[config.mk]
export PLATFORM = sky130hd
export DESIGN_NAME = freq_gate_ctrl
export DESIGN_NICKNAME = d
export VERILOG_FILES = /design/src/rtl/freq_pkg.sv /design/src/rtl/freq_gate_ctrl_phase_tick_cnt.sv /design/src/rtl/freq_gate_ctrl.sv
export SDC_FILE = /design/constraint.sdc
export NUM_CORES = 1
export LEC_CHECK = 0
export ABC_AREA = 1
export BUFFER_PORTS_ARGS = -buffer_cell sky130_fd_sc_hd__buf_2
export CORE_MARGIN = 4
export CORE_UTILIZATION = 57
export CTS_CLUSTER_DIAMETER = 80
export CTS_CLUSTER_SIZE = 40
export DETAILED_ROUTE_END_ITERATION = 6
export PLACE_DENSITY = 0.89
export SLEW_MARGIN = 20
export SYNTH_ARGS = -nofsm -noshare
export SYNTH_HDL_FRONTEND = slang
export SYNTH_SLANG_ARGS = --single-unit
[constraint.sdc]
create_clock -name clk -period 2.6 [get_ports clk]
set_clock_uncertainty 0.15 [all_clocks]
set_input_delay 0.26 -clock clk [delete_from_list [all_inputs] [get_ports clk]]
set_output_delay 0.26 -clock clk [all_outputs]
set_load 0.05 [all_outputs]
[src/rtl/freq_pkg.sv]
// Shared encodings for the frequency meter gate controller: FSM state codes
// and measurement range limits.
package freq_pkg;

    localparam logic [1:0] ST_IDLE  = 2'd0;
    localparam logic [1:0] ST_CLEAR = 2'd1;
    localparam logic [1:0] ST_COUNT = 2'd2;
    localparam logic [1:0] ST_LATCH = 2'd3;

    localparam int RANGE_W = 2;
    localparam logic [RANGE_W-1:0] RANGE_MAX = 2'd3;

endpackage

[src/rtl/freq_gate_ctrl_phase_tick_cnt.sv]
// Phase length counter: counts timebase ticks and flags the tick that ends
// the current phase. The counter wraps to zero on that tick.
module phase_tick_cnt
    import freq_pkg::*;
#(
    parameter int TICK_W = 8
) (
    input  logic              clk,
    input  logic              rst_n,
    input  logic              clr_i,
    input  logic              tick_i,
    input  logic [TICK_W-1:0] len_i,
    output logic              term_o
);

    logic [TICK_W-1:0] cnt_q;
    logic [TICK_W-1:0] cnt_d;

    assign term_o = tick_i && (cnt_q == (len_i - TICK_W'(1)));

    always_comb begin
        cnt_d = cnt_q;
        if (clr_i) begin
            cnt_d = '0;
        end else if (tick_i) begin
            cnt_d = term_o ? '0 : cnt_q + TICK_W'(1);
        end
    end

    always_ff @(posedge clk or negedge rst_n) begin
        if (!rst_n) begin
            cnt_q <= '0;
        end else begin
            cnt_q <= cnt_d;
        end
    end

endmodule

[src/rtl/freq_gate_ctrl.sv]
// Gate/sequence controller for the frequency meter: IDLE -> CLEAR -> COUNT
// -> LATCH driven by timebase ticks, with continuous mode and overflow auto-ranging.
module freq_gate_ctrl
    import freq_pkg::*;
#(
    parameter int TICK_W      = 8,
    parameter int GATE0       = 1,
    parameter int GATE1       = 10,
    parameter int GATE2       = 100,
    parameter int GATE3       = 250,
    parameter int CLR_TICKS   = 1,
    parameter int LATCH_TICKS = 1
) (
    input  logic               clk,
    input  logic               rst_n,
    input  logic               tick,
    input  logic               start,
    input  logic               stop,
    input  logic               cont,
    input  logic               auto_en,
    input  logic [RANGE_W-1:0] range_sel,
    input  logic               ovf,
    output logic               cnt_clr_n,
    output logic               cnt_en,
    output logic               latch,
    output logic [RANGE_W-1:0] range_q,
    output logic               ovf_q,
    output logic               done,
    output logic               busy
);

    localparam int LEN_LIM = 1 << TICK_W;

    if (GATE0 < 1 || GATE1 < 1 || GATE2 < 1 || GATE3 < 1 ||
        CLR_TICKS < 1 || LATCH_TICKS < 1) begin : g_len_zero
        $error("freq_gate_ctrl: phase lengths must be at least 1 tick");
    end

    if (GATE0 >= LEN_LIM || GATE1 >= LEN_LIM || GATE2 >= LEN_LIM ||
        GATE3 >= LEN_LIM || CLR_TICKS >= LEN_LIM || LATCH_TICKS >= LEN_LIM) begin : g_len_wide
        $error("freq_gate_ctrl: phase length does not fit in TICK_W bits");
    end

    logic [1:0]         state_q;
    logic [1:0]         state_d;
    logic [RANGE_W-1:0] range_d;
    logic [RANGE_W-1:0] start_range;
    logic               sticky_q;
    logic               sticky_d;
    logic               ovf_d;
    logic               done_d;
    logic               cnt_clr_n_d;
    logic               cnt_en_d;
    logic               latch_d;
    logic               busy_d;
    logic [TICK_W-1:0]  gate_len;
    logic [TICK_W-1:0]  phase_len;
    logic               cnt_clr;
    logic               term;

    assign start_range = auto_en ? RANGE_MAX : range_sel;

    always_comb begin
        unique case (range_q)
            2'd0:    gate_len = TICK_W'(GATE0);
            2'd1:    gate_len = TICK_W'(GATE1);
            2'd2:    gate_len = TICK_W'(GATE2);
            default: gate_len = TICK_W'(GATE3);
        endcase
    end

    always_comb begin
        unique case (state_q)
            ST_CLEAR: phase_len = TICK_W'(CLR_TICKS);
            ST_COUNT: phase_len = gate_len;
            ST_LATCH: phase_len = TICK_W'(LATCH_TICKS);
            default:  phase_len = TICK_W'(1);
        endcase
    end

    // Holding the counter clear in IDLE means a tick coinciding with start is never counted.
    assign cnt_clr = (state_q == ST_IDLE) || stop;

    phase_tick_cnt #(
        .TICK_W (TICK_W)
    ) u_phase_cnt (
        .clk    (clk),
        .rst_n  (rst_n),
        .clr_i  (cnt_clr),
        .tick_i (tick),
        .len_i  (phase_len),
        .term_o (term)
    );

    always_comb begin
        state_d  = state_q;
        range_d  = range_q;
        sticky_d = sticky_q;
        ovf_d    = ovf_q;
        done_d   = 1'b0;
        if (stop) begin
            state_d = ST_IDLE;
        end else begin
            unique case (state_q)
                ST_IDLE: begin
                    if (start) begin
                        state_d  = ST_CLEAR;
                        range_d  = start_range;
                        sticky_d = 1'b0;
                        ovf_d    = 1'b0;
                    end
                end
                ST_CLEAR: begin
                    if (term) begin
                        state_d = ST_COUNT;
                    end
                end
                ST_COUNT: begin
                    // Fold in this cycle's ovf so an overflow on the terminal tick still counts.
                    sticky_d = sticky_q | ovf;
                    if (term) begin
                        if (sticky_d && auto_en && (range_q != '0)) begin
                            state_d  = ST_CLEAR;
                            range_d  = range_q - RANGE_W'(1);
                            sticky_d = 1'b0;
                        end else begin
                            state_d = ST_LATCH;
                            ovf_d   = sticky_d;
                        end
                    end
                end
                default: begin
                    if (term) begin
                        done_d = 1'b1;
                        if (cont) begin
                            state_d  = ST_CLEAR;
                            range_d  = start_range;
                            sticky_d = 1'b0;
                        end else begin
                            state_d = ST_IDLE;
                        end
                    end
                end
            endcase
        end
    end

    // Outputs decode the next state so they switch on the same edge as state_q.
    always_comb begin
        cnt_clr_n_d = (state_d == ST_COUNT) || (state_d == ST_LATCH);
        cnt_en_d    = (state_d == ST_COUNT);
        latch_d     = (state_d == ST_LATCH);
        busy_d      = (state_d != ST_IDLE);
    end

    always_ff @(posedge clk or negedge rst_n) begin
        if (!rst_n) begin
            state_q   <= ST_IDLE;
            range_q   <= '0;
            sticky_q  <= 1'b0;
            ovf_q     <= 1'b0;
            done      <= 1'b0;
            cnt_clr_n <= 1'b0;
            cnt_en    <= 1'b0;
            latch     <= 1'b0;
            busy      <= 1'b0;
        end else begin
            state_q   <= state_d;
            range_q   <= range_d;
            sticky_q  <= sticky_d;
            ovf_q     <= ovf_d;
            done      <= done_d;
            cnt_clr_n <= cnt_clr_n_d;
            cnt_en    <= cnt_en_d;
            latch     <= latch_d;
            busy      <= busy_d;
        end
    end

endmodule

* Word level (Yosys, flattened, before mapping)
Index checks and enable logic that the tools add are counted.
Word-level totals: bits in registers 19, input port bits 10, output and inout bits 8
Operators by class: $add $sub $neg 3, equality and inequality tests 11, multiplexer cells 32, bitwise gates (word level) 3, reduce and logical (&&, ||, !) cells 18
Operators by type and width (number):
- 8-bit 2-to-1 mux | 4
- 2-bit 2-to-1 mux | 12
- 8-bit one-hot mux with 3 select lines | 1
- 2-bit one-hot mux with 3 select lines | 2
- 1-bit 2-to-1 mux | 11
- 5-bit AND reduction | 2
- 2-bit nonzero test | 5
- 8-bit by 1-bit adder with 8-bit output, second input constant | 1
- 2-bit equality test, second input constant | 4
- 8-bit equality test | 1
- 8-bit by 1-bit subtractor with 8-bit output, second input constant | 1
- 7-bit AND reduction | 1
- 2-bit inequality test, second input constant | 3
- 3-bit nonzero test | 2
- 2-bit by 1-bit equality test with 1-bit output, second input constant | 2
- 2-bit logical NOT | 2
- 1-bit logical AND | 3
- 1-bit one-hot mux with 3 select lines | 1
- 3-bit OR reduction | 1
- 1-bit logical OR | 2
- 2-bit by 1-bit inequality test with 1-bit output, second input constant | 1
- 1-bit NOT | 2
- 1-bit one-hot mux with 2 select lines | 1
- 2-bit by 1-bit subtractor with 2-bit output, second input constant | 1
- 1-bit bitwise OR | 1

* Depth between registers and ports, before layout
word-level depth 11, mapped depth 20, depth with buffers taken out 20

* Modules after synthesis
Synthesis repeated with hierarchy kept, for this count alone.
Second synthesis, totals: cell total of the unflattened synthesis 217, area total of the unflattened synthesis 1492.7 sq um
By module, submodules not included:
- phase_tick_cnt | instances 1, cells each 126, area each 804.5 sq um, seq. area each 200.2 sq um
- freq_gate_ctrl | instances 1, cells each 91, area each 688.2 sq um, seq. area each 275.3 sq um

* Worst setup path before layout
Ideal clock, no wire load.
path kind reg-to-reg, from register range_q[0], to register range_q[0], library setup time 0.120 ns, arrival time 2.557 ns, setup slack -0.227 ns, stages on the path, launching flop included 18, cells stage by stage dfrtp_1 inv_1 ha_1 nor2_1 ha_1 inv_1 nand2_1 nand2_1 nand2_1 nand3_1 nor2_1 nand2_1 nor2_4 nand3_4 o21ai_2 nand2_1 nand2_1 nand2_1
On the way: longest elaborated chain between the ends 8, elaborated cells on any way between the ends 18
RTL lines:
- start, declared | line freq_gate_ctrl.sv:26 | output logic [RANGE_W-1:0] range_q,
- start signal, assigned | line freq_gate_ctrl.sv:169 | range_q <= range_d;
- 2-bit equality test, or another cell as far along | line freq_gate_ctrl.sv:64 | unique case (range_q)
- 8-bit one-hot mux with 3 select lines | line freq_gate_ctrl.sv:64
- 8-bit 2-to-1 mux | line freq_gate_ctrl.sv:73 | unique case (state_q)
- 8-bit by 1-bit subtractor with 8-bit output | line freq_gate_ctrl_phase_tick_cnt.sv:19 | assign term_o = tick_i && (cnt_q == (len_i - TICK_W'(1)));
- 8-bit equality test | line freq_gate_ctrl_phase_tick_cnt.sv:19
- 1-bit logical AND | line freq_gate_ctrl_phase_tick_cnt.sv:19
- 2-bit by 1-bit inequality test with 1-bit output (no source line) / 2-bit nonzero test (equally long branches)
- 7-bit AND reduction (no source line)
Several ways; a longest one is shown, not always the timed one. The select of a mux whose other input is x is not followed. A chain may end at the register's enable or synchronous reset.

* Final worst setup path
Ends and elaborated chain as after synthesis.

==> results.toml <==
[clocking]
clkSlewWorstSetupHoldPaths_ns = 0.11
cts_buffer_depth = 2
cts_root_buffer = "clkbuf_4"
htree_levels = 1
cts.sinks = 19
cts_inserted_buffers = 3
clock_insertion_delay_worst_skew_ns = 0.31
cts_tree = "built"

[critical_path]
critPathLaunchType = "register"
cp_max_fo = 6
crit_required_ns = 2.66
worst_path_most_repeated_cell = "nand2_1"
crit_chain = "ha_4 -> inv_2 -> nand2_2 -> nand2_4 -> ha_4 -> inv_1 -> nand2_1 -> nand2_1 -> nand2_1 -> nand3_1 -> nor2_2 -> nand2_2 -> nor2_4 -> nand3_4 -> a21oi_4 -> nand2_2 -> nand2_1 -> nand2_1"
cp_slowest_cell = "dfrtp_2"
cp-end-kind = "register"
crit_type = "register to register"
crit_arrival_ns = 2.65
crit_path_max_incr_delay_ns = 0.50

[route]
num_vias = 1350
drc = 0
wl_um = 3230
drtIter0Drc = 31
ant_nets = 0
routedWlPerCell_um = 12.9
dr.pass1.iters = 4
post_drt_via_cell_ratio = 5.40

[finish]
syn_to_final_growth_pct = 22.8
drive_gt1_share_pct = 31.5
fin_nets = 240
diodes = 0

[synthesis]
ys_ff_latch = 19
synth_top_family_by_area = "simple AND/OR/NAND/NOR gates"
yosysTopAreaCell = "dfrtp_1"
netlist_instances = 190
synthArstFlopShare_pct = 100
yosys.cell_count.top_type = "nand2_1"
synth_fa_ha_area_share_pct = 6.18
synth_xor_area_share_pct = 3.71
synth-compound-area-share_pct = 9.45
yosysWarnings = 0
netlist_area_um2 = 1420
yosys.area_share.simple_pct = 38.3
synth_edf_count = 0
syn_avg_cell_area_um2 = 7.45
synth-main-ff-cell = "dfrtp_1"
synth_commonest_cells = "nand2_1 (48), inv_1 (27), dfrtp_1 (19)"
syn_nets = 207
muxShareOfSynthArea_pct = 0
ys_types = 31
yosysSeqAreaShare_pct = 33.6
netlist.area_leader.share_pct = 33.6
synthTopCellsByArea = "dfrtp_1 (34%), nand2_1 (13%), inv_1 (7.2%)"

[power]
power_switching_uw = 874
swShare_pct = 52.8
combPwrFrac_pct = 64.0
powerDensity_nw_per_um2 = 952
internal_power_uw = 781
irDropWorstVdd_v = 0.000777
seqPwrFrac_pct = 26.5
total_power_uw = 1660
clkPwrFrac_pct = 9.4
p_leak_uw = 0.000878

[placed_design]
hpwl_um = 2270
gp_congestion = 0.883
portBuffers = 17

[grt]
grt_usage_pct = 19.8
grt_max_degree = 20
grt_pass1_wl_um = 5270
grt-ovfl-total = 0
antenna_found_initial = 0
grt_pass1_vias = 1289

[sta]
finalMaxSlewViolations = 0
final-setup-viol-count = 0
max_freq_mhz = 385
fin_crit_sh_pct = 99.8
rsz0062_at_grt = "true"
min_period_ns = 2.60
max_slew.worst_pin.slew_ns = 0.429
hold_viol = 0
slew_headroom_pct = 71.4
holdWs_ns = 0.130
setup_tns_ns = 0

[die]
coreArea_um2 = 2300
die_w_um = 57.9
die_y_um = 57.9
dieArea_um2 = 3350
fp-row-count = 17
initial_utilization_pct = 61.7
io_pins = 18

[hold_path]
hold_class = "primary input to register"

[status]
status = "finished clean"

[run]
drv_cap = 0
[cells in the final DEF (no fill, tap or decap), types with 3 or more instances in the layout]
master / count
nand2_1: 43
inv_1: 22
nand3_1: 18
dfrtp_1: 17
buf_2: 17
nor2_1: 15
buf_4: 10
nand2_2: 9
o21ai_0: 7
o22ai_1: 7
inv_2: 6
xor2_1: 5
nor2_4: 4
ha_4: 4
nand4_1: 3
ha_1: 3
clkbuf_4: 3
[worst max-delay path, delay by kind of cell (launching register included)]
family,cells,cell delay (ns)
fa+ha+maj,2,0.35
buf+inv,2,0.12
flops,1,0.50
compound gates,1,0.19
simple gates,13,1.19
[stage by stage]
| stage | utilization (%) | instances | instance area [µm²] | setup WS (ns) |
|---|---|---|---|---|
| finish | 75.7 | 250 | 1740 | 0.00498 |
| global route | 75.7 | 250 | 1740 | -0.156 |
| CTS | 71.1 | 246 | 1630 | 0.0101 |
| detailed placement | 68.8 | 240 | 1580 | -0.00867 |
| global placement | 68.8 | 240 | 1580 | 0.0600 |
| floorplan | - | 190 | 1420 | 0.00193 |
[sequential cells by signal, summed over array words and instances (netlist names)]
signal	cells
u_phase_cnt.cnt_q	8
range_q	2
state_q	2
busy	1
cnt_clr_n	1
cnt_en	1
done	1
latch	1
ovf_q	1
sticky_q	1
[worst paths after layout]
kind | from | endpoint | slack, ns | depth (start not counted)
min | cont | cnt_en$_DFF_PN0_ | 0.13 | 4
max | range_q[0]$_DFFE_PN0P_ | range_q[0]$_DFFE_PN0P_ | 0.005 | 18
min in group asynchronous | rst_n | u_phase_cnt.cnt_q[7]$_DFFE_PN0P_ | 0.26 | 2
max reg2reg | range_q[0]$_DFFE_PN0P_ | range_q[0]$_DFFE_PN0P_ | 0.005 | 18
min reg2reg | ovf_q$_DFFE_PN0P_ | ovf_q$_DFFE_PN0P_ | 0.36 | 2
max in group asynchronous | rst_n | range_q[1]$_DFFE_PN0P_ | 1.72 | 2
[cell families after synthesis]
logic type | after synthesis
AO/OA/AOI/OAI | 21
XOR/XNOR | 6
buffers and inverters | 32
adder cells (fa/ha/maj) | 7
AND/OR/NAND/NOR | 105
flip-flops | 19
[layer usage]
layer / track usage (%) / vias to the layer above / part of all wire (%)
li1: - / 672 / -
met1: 24.8 / 624 / 43
met2: 33.9 / 43 / 49
met3: 2.67 / 11 / 4.6
met4: 8.94 / 0 / 3.2
met5: 0 / - / 0
[layout make-up]
| class | instances | area (µm²) |
|---|---|---|
| repair buffers | 29 | 180 |
| clock inverters | 1 | 5.00 |
| clock buffers | 3 | 22.5 |
| well taps | 28 | 35.0 |
| flip-flops and latches | 19 | 478 |
| fillers | 156 | 558 |
| multi-input cells | 139 | 897 |
| inverters | 31 | 121 |
[power groups by stage]
stage	Combinational, µW	Clock [µW]	Sequential [µW]
global route	1170	178	451
floorplan	577	0	554
global placement	890	0	424
CTS	922	160	420
detailed placement	909	0	425
finish	1060	156	439
[timing repair]
action / in CTS / in global routing
setup endpoints to repair: 6 / 18
buffers inserted: 0 / 4
hold buffers: 2 / 0
cloned: 0 / 0
hold endpoints to repair: 20 / 0
gates resized for setup: 2 / 18
pin swaps: 1 / 10
Power figures use the tool's default switching activity.
